===== config.mk =====
export PLATFORM = sky130hd
export DESIGN_NAME = ahbl_mst_arb
export DESIGN_NICKNAME = d
export VERILOG_FILES = /design/src/rtl/ahbl_mst_arb.sv
export SDC_FILE = /design/constraint.sdc
export NUM_CORES = 1
export LEC_CHECK = 0
export CORE_AREA = 2 2 118 120
export CTS_CLUSTER_SIZE = 14
export DETAILED_ROUTE_END_ITERATION = 7
export DIE_AREA = 0 0 120 122
export GPL_ROUTABILITY_DRIVEN = 0
export SLEW_MARGIN = 10
export SYNTH_ARGS = -nofsm -noshare
export SYNTH_HDL_FRONTEND = slang
export SYNTH_SLANG_ARGS = --single-unit

===== constraint.sdc =====
create_clock -name hclk -period 1 [get_ports hclk]
set_input_delay 0.15 -clock hclk [delete_from_list [all_inputs] [get_ports hclk]]
set_output_delay 0.15 -clock hclk [all_outputs]
set_load 0.01 [all_outputs]

===== src/rtl/ahbl_mst_arb.sv =====
// AHB-Lite master arbiter: shares one slave port between N_MST masters with
// round-robin grant that only moves while the current address owner is idle.
module ahbl_mst_arb #(
    parameter int unsigned N_MST = 2,
    parameter int unsigned AW    = 32,
    parameter int unsigned DW    = 32
) (
    input  logic                 hclk,
    input  logic                 hreset,
    input  logic [N_MST-1:0]     m_hsel,
    input  logic [N_MST*AW-1:0]  m_haddr,
    input  logic [N_MST*2-1:0]   m_htrans,
    input  logic [N_MST*3-1:0]   m_hsize,
    input  logic [N_MST*3-1:0]   m_hburst,
    input  logic [N_MST*4-1:0]   m_hprot,
    input  logic [N_MST-1:0]     m_hwrite,
    input  logic [N_MST*DW-1:0]  m_hwdata,
    output logic [DW-1:0]        m_hrdata,
    output logic [N_MST-1:0]     m_hready,
    output logic [N_MST-1:0]     m_hresp,
    output logic                 s_hsel,
    output logic [AW-1:0]        s_haddr,
    output logic [1:0]           s_htrans,
    output logic [2:0]           s_hsize,
    output logic [2:0]           s_hburst,
    output logic [3:0]           s_hprot,
    output logic                 s_hwrite,
    output logic [DW-1:0]        s_hwdata,
    input  logic [DW-1:0]        s_hrdata,
    input  logic                 s_hready,
    input  logic                 s_hresp,
    output logic [N_MST-1:0]     grant
);

    localparam int unsigned    IW          = (N_MST > 1) ? $clog2(N_MST) : 1;
    localparam logic [IW-1:0]  LAST        = IW'(N_MST - 1);
    localparam logic [1:0]     HTRANS_IDLE = 2'b00;

    logic [IW-1:0]    aown;
    logic [IW-1:0]    aown_nxt;
    logic [IW-1:0]    down;
    logic             dval;
    logic [N_MST-1:0] req;
    logic [1:0]       own_htrans;
    logic             owner_idle;
    logic             other_req;
    logic [IW-1:0]    scan_idx;
    logic [IW-1:0]    scan_win;

    always_comb begin
        req = '0;
        for (int unsigned m = 0; m < N_MST; m++) begin
            req[m] = m_hsel[m] & m_htrans[2*m+1];
        end
    end

    always_comb begin
        own_htrans = m_htrans[aown*2 +: 2];
        owner_idle = !m_hsel[aown] || (own_htrans == HTRANS_IDLE);
    end

    // Round-robin scan starting just after the current owner, wrapping modulo N_MST.
    always_comb begin
        other_req = 1'b0;
        scan_win  = aown;
        scan_idx  = aown;
        for (int unsigned i = 1; i < N_MST; i++) begin
            scan_idx = IW'((32'(aown) + i) % N_MST);
            if (!other_req && req[scan_idx]) begin
                other_req = 1'b1;
                scan_win  = scan_idx;
            end
        end
    end

    always_comb begin
        aown_nxt = aown;
        if (s_hready && owner_idle && other_req) begin
            aown_nxt = scan_win;
        end
    end

    always_ff @(posedge hclk) begin
        if (hreset) begin
            aown <= LAST;
            down <= '0;
            dval <= 1'b0;
        end else begin
            aown <= aown_nxt;
            if (s_hready) begin
                down <= aown;
                dval <= s_hsel & s_htrans[1];
            end
        end
    end

    always_comb begin
        s_hsel   = m_hsel[aown] & ~hreset;
        s_htrans = hreset ? HTRANS_IDLE : own_htrans;
        s_haddr  = m_haddr[aown*AW +: AW];
        s_hsize  = m_hsize[aown*3 +: 3];
        s_hburst = m_hburst[aown*3 +: 3];
        s_hprot  = m_hprot[aown*4 +: 4];
        s_hwrite = m_hwrite[aown];
        s_hwdata = m_hwdata[down*DW +: DW];
        m_hrdata = s_hrdata;
    end

    always_comb begin
        grant    = '0;
        m_hready = '1;
        m_hresp  = '0;
        if (hreset) begin
            grant[LAST] = 1'b1;
        end else begin
            grant[aown] = 1'b1;
            for (int unsigned m = 0; m < N_MST; m++) begin
                if ((IW'(m) == aown) || (dval && (IW'(m) == down))) begin
                    m_hready[m] = s_hready;
                end else if (req[m]) begin
                    m_hready[m] = 1'b0;
                end
                m_hresp[m] = dval && (IW'(m) == down) && s_hresp;
            end
        end
    end

endmodule


==> summary.md <==
| Metric | Value |
|---|---|
| R2r setup slk | -0.27 ns |
| Fin. Hold Viols | 0 |
| # nets final | 589 |
| Detail Placement HPWL | 6120 um |
| Net Sw Frac | 0.263 |
| Synth Area in Compound Gates | 0.0389 |
| Critical Path Sink | s_haddr[31] |
| Switching Power | 0.818 mW |
| Setup TNS | -37.85 ns |
| #FFs+latches synth | 3 |
| Worst Path Class, Setup | reg -> out |
| H-tree Lvls | 1 |
| Final core utilization | 0.360 |
| Crit path launch type | flop |
| WL final | 8610 um |
| Synth Cell Area | 1480 um2 |
| Worst VDD drop | 529 uV |
| Slew headroom | 0.849 |
| Inst Count DP | 544 |
| First-pass GRT wire length | 12400 um |
| Total gr overflow | 0 |
| Worst-path clk slew | 0.03 ns |
| Largest family of logic cells by synthesized area | multiplexers |
| Worst Skew | 0.000106 ns |
| Comb pwr share | 0.749 |
| Post-route ant nets | 0 |
| Reg-to-reg critical path endpoint | aown |
| Max Root-Sink Buffers | 2 |
| Area of the core | 13500 um2 |
| Slew at the pin closest to its max-slew limit | 0.225 ns |
| Adder-cell share of the synthesized area | 0 |
| Worst skew pair latency | 0.22 ns |
| Syn avg cell area | 9.75 um2 |
| Worst path arrival time | 1.38 ns |
| Placed instance area | 4050 um2 |
| Power, Total | 3.11 mW |
| Synthesized Nets | 344 |
| Critical Path RT | 0.85 ns |
| Root Driver | clkbuf_16 |
| Die height | 122 um |
| Largest net degree at the start of global routing | 10 |
| Diode count | 0 |
| Cells after Synth | 152 |
| Final Slew Violations | 0 |
| Yosys warning count | 0 |
| Multiplexer share of the synthesized area | 0.604 |
| Starting Density | 0.110 |
| Setup repair after global routing missed its margin | yes |
| Die Wd | 120 um |
| Die Area | 14600 um2 |
| Biggest area consumer among synthesized cells | mux2_2 |
| Wirelength per Cell | 14.9 um |
| Crit path capture type | output pin |
| Initial antenna violation count | 0 |
| Clock buffer count from CTS | 3 |
| Drt pass-1 iters | 2 |
| Max Fclk | 654 MHz |
| Synthesis-to-layout area growth | 228% |
| Drt initial violations | 27 |
| Share of layout cells above drive strength 1 | 0.548 |
| IO Port Bufs | 243 |
| Clk pwr share | 0.204 |
| Synth Area in Simple Gates | 0.0617 |
| Layout Cells excl Fill | 576 |
| Num ports | 308 |
| Row count | 43 |
| All-Layer GR Usage | 0.106 |
| DRC violations left | 0 |
| Finished layout cell area | 4860 um2 |
| # setup viols final | 87 |
| Status | finished with violations |
| Vias | 2134 |
| R2R depth | 6 |
| CP max-delay cell | dfxtp_4 |
| Post-route clock period utilization | 1.53 |
| Worst-path cell chain | buf_12, buf_8, buf_6, mux2_4, buf_6 |
| Worst r2r src | aown |
| Setup WS post-layout | -0.529 ns |
| Clock Sinks | 3 |
| Max-cap check violation count | 0 |
| Failing checks | negative setup slack |
| Final min period | 1.53 ns |
| Ranking of synthesized cells by area | mux2_2 (56%), buf_4 (16%), buf_6 (6.8%), dfxtp_1 (4.1%), mux2i_1 (3.4%) |
| Vias in the first global route | 2303 |
| CP most frequent cell | buf_6 |
| Count of cell types in the netlist | 23 |
| Synth Area in XOR/XNOR | 0 |
| Critical path fanouts, max | 6 |
| Top-area cell type share of the netlist area | 0.562 |
| Power Internal | 2.29 mW |
| Hold WC Path Type | in -> out |
| Register area share after synthesis | 0.0405 |
| CTS tree | done |
| Routed vias/inst | 3.70 |
| Critical Path Max Stage Delay | 0.37 ns |
| P_leak | 2.25 nW |
| Fillers | 1352 |
| Seq pwr share | 0.047 |
| Cell Pwr Density | 640 nW/um2 |
| Critical Path Start | aown |
## state kept, by name, indices dropped and copies added (netlist names)
| register | flops |
|---|---|
| aown | 1 |
| down | 1 |
| dval | 1 |
## metal layers
| metal | vias to the layer above | track usage | wire, um |
|---|---|---|---|
| li1 | 1004 | - | - |
| met1 | 983 | 0.118 | 3110 |
| met2 | 137 | 0.206 | 4580 |
| met3 | 10 | 0.0290 | 863 |
| met4 | 0 | 0.0147 | 57 |
| met5 | - | 0 | 0 |
## how the worst min path moves through the flow
stage / slack, ns / from / cells past startpoint / to
after detailed placement: 0.30 / s_hrdata[13] / 0 / m_hrdata[13]
final: 0.30 / s_hrdata[25] / 0 / m_hrdata[25]
after CTS: 0.30 / s_hrdata[13] / 0 / m_hrdata[13]
after global placement: 0.30 / s_hrdata[13] / 0 / m_hrdata[13]
after global routing: 0.30 / s_hrdata[17] / 0 / m_hrdata[17]
after floorplan: 0.26 / s_hready / 1 / dval
## critical path, delay by kind of cell (launching register included)
| family | cells | cell delay, ns |
|---|---|---|
| buf+inv | 4 | 0.50 |
| flops | 1 | 0.37 |
| mux | 1 | 0.29 |
## kinds of logic after synthesis
family / Yosys count
DFF: 3
buffers and inverters: 46
muxes: 80
and+or+nand+nor: 16
AOI/OAI and AO/OA: 7
## stage by stage
step | hold WS, ns | worst slack [ns]
4_1_cts | 0.300 | -0.597
6_report | 0.300 | -0.529
2_1_floorplan | 0.265 | -0.0830
3_3_place_gp | 0.300 | -0.743
5_1_grt | 0.300 | -0.573
3_5_place_dp | 0.300 | -0.754
## layout by cell type, fill, tap and decap left out
cell type	count
buf_4	9
o311ai_4	1
and2_4	1
mux2_4	75
a21oi_4	1
nand3_1	1
o21ai_0	2
and4_1	1
and4bb_2	1
nand2_1	3
nand3_4	1
clkbuf_1	1
inv_2	2
a311oi_2	1
inv_6	1
o21ai_4	1
mux2i_1	5
nand2_4	1
clkbuf_16	4
buf_6	95
nor2_1	5
buf_8	1
dfxtp_1	1
nor3b_2	1
nor2b_4	1
buf_16	2
dlygate4sd2_1	1
buf_12	12
a221o_1	1
buf_2	4
clkdlybuf4s50_1	158
dfxtp_4	2
## repair_timing
item | in CTS | in global routing
resized for setup | 492 | 24
setup buffers | 25 | 5
endpoints found under the setup margin | 86 | 87
hold endpoints to repair | 0 | 0
hold buffers | 0 | 0
cloned | 6 | 1
pin swaps | 3 | 6
## area by class of cell
| type | instances | area [um2] | share of cell area |
|---|---|---|---|
| multi-input cells | 103 | 1390 | 0.286 |
| repair buffers | 283 | 3080 | 0.634 |
| clock buffers | 4 | 78.8 | 0.0162 |
| well taps | 180 | 225 | 0.0463 |
| flip-flops and latches | 3 | 67.6 | 0.0139 |
| inverters | 3 | 16.3 | 0.00335 |
## cell usage after synthesis
library cell,instances
mux2_2,74
buf_4,32
buf_6,9
mux2i_1,5
nor2_1,5
nand2_1,4
dfxtp_1,3
inv_1,3
o21ai_0,3
a21oi_2,1
a221o_1,1
a311oi_2,1
and2_2,1
and4_1,1
and4bb_2,1
buf_12,1
clkbuf_2,1
mux2_1,1
nand3_1,1
nand3_2,1
nor2b_1,1
nor3b_1,1
o311ai_1,1
## power by group through the flow
stage	sequential, mW	clock, mW	combinational (mW)
global route	0.150	0.668	2.45
detailed placement	0.141	0	1.90
CTS	0.148	0.644	2.34
floorplan	0.135	0	0.845
global placement	0.140	0	1.89
finish	0.147	0.634	2.33
Power figures use the tool's default switching activity.
==> RTL edit (same flow settings) <==
Make the reset (`hreset`) asynchronous in one clocked block.
--- a/src/rtl/ahbl_mst_arb.sv
+++ b/src/rtl/ahbl_mst_arb.sv
@@ -80,7 +80,7 @@
         end
     end
 
-    always_ff @(posedge hclk) begin
+    always_ff @(posedge hclk or posedge hreset) begin
         if (hreset) begin
             aown <= LAST;
             down <= '0;
Behaviour: differs if hreset is asserted again (counterexample within 4 cycles, from zero or initial values and one cycle with hreset high); with hreset held inactive, the same outputs for 10 cycles.
==> RTL edit against the original RTL <==
  * The flow still finishes with violations (setup timing)
  * Worst setup slack worse by 210 ps
  * Critical path depth unchanged
  * Final area up 0.46%
  * Sequential share of layout area is 0.20 points higher
  * Sequential cell count unchanged
  * Area after synthesis down 4.7%
  * Via count up 1.4%
  * Global-route usage is 0.22 points higher
  * Wire length up 4.3%
  * Largest cell class unchanged
Power is not compared: it rests on default switching activity, and its combinational part moved more than twofold at a synthesized area within 25%.
==> RTL edit: results (changes against the original RTL) <==
| Metric | Value |
|---|---|
| Reg-to-reg endpoint | `dval` |
| Post-synth ARST share | `100% (+100 points)` |
| Total Routing Usage GR | `10.9% (+0.22 points)` |
| Routed length per instance | `15.5 um (+3.9%)` |
| Final worst setup slack | `-743 ps (-214 ps)` |
| Global-route wire length before repair | `12,400 um (-0.44%)` |
| Starting density of the core | `10.5% (-0.52 points)` |
| Area after DPL | `0.00419 sq mm (+3.4%)` |
| Slowest-stage cell, CP | `dfstp_2` |
| Syn Nets | `338 (-1.7%)` |
| Reg2reg setup slack | `-490 ps (-220 ps)` |
| Non-filler instance count after layout | `578 (+0.35%)` |
| Largest delay contributor family on the critical path | `flip-flops` |
| HP Class | `in2async` |
| WP data arrival | `1590 ps (+210 ps)` |
| Run status | `complete, but fails checks` |
| Pre-Repair DR Iteration Count | `3 (+1)` |
| Slew HR | `81.4% (-3.6 points)` |
| DRT iter0 DRCs | `33 (+22%)` |
| Sequential fraction of the synthesis area | `5.41% (+1.4 points)` |
| Main area contributors after synthesis | `mux2_2, buf_4, dfrtp_1` |
| Final setup vio count | `86 (-1.1%)` |
| Largest net degree at the start of global routing | `19 (+9)` |
| Ys flop type | `dfrtp_1` |
| Via density | `3.74 (+1.0%)` |
| Violated checks | `setup timing` |
| Placed Instances | `550 (+1.1%)` |
| Library cells used by synthesis | `21 (-8.7%)` |
| Worst R2R Start | `aown` |
[RTL edit: worst max path at each step]
stage | end | depth (start not counted)
2_1_floorplan | s_haddr[16] | 3
3_3_place_gp | grant[1] | 5
3_5_place_dp | grant[1] | 5
4_1_cts | s_haddr[13] | 5
5_1_grt | s_haddr[13] | 5
6_report | s_haddr[15] | 5
[RTL edit: what timing repair did]
action / CTS / global route
endpoints found under the setup margin: 87 / 86
setup buffers: 13 / 11
pin swaps: 5 / 6
resized for setup: 432 / 69
cloned: 5 / 3
[RTL edit: cell type report]
type / instances / area [sq um] / share of cell area (%)
Clock buffer: 4 / 78.8 / 1.61
Inverter: 3 / 18.8 / 0.384
Multi-Input combinational cell: 99 / 1380 / 28.3
Sequential cell: 3 / 77.6 / 1.59
Tap cell: 180 / 225 / 4.61
Timing Repair Buffer: 289 / 3100 / 63.5
[RTL edit: cells by family (layout without fill, tap and decap cells)]
group	count (synthesis)	count (layout)	synth area share, %
AO/OA/AOI/OAI	8	8	3.81
flip-flops	3	3	5.41
AND/OR/NAND/NOR	11	11	4.61
multiplexers	80	80	63.6
buffers and inverters	44	296	22.6
[RTL edit: through the flow]
step	hold slack (ps)	total power, mW	setup WS (ps)
5_1_grt	185	6.02	-776
4_1_cts	172	5.42	-737
2_1_floorplan	-30.2	2.07	-295
3_5_place_dp	300	3.92	-859
3_3_place_gp	300	3.90	-837
6_report	141	5.73	-743
[RTL edit: where the power goes]
part           internal (mW)  switching, mW  total [mW]
Clock                  0.527          0.118       0.645
Combinational           3.30           1.58        4.88
Sequential             0.153         0.0584       0.211
Total                   3.97           1.76        5.73
[RTL edit: layer usage]
metal	track usage, %	up-vias	routed length, um
met5	0	-	0
met1	11.3	963	3280
li1	-	1005	-
met3	3.46	8	1020
met2	20.9	187	4570
met4	2.79	0	107
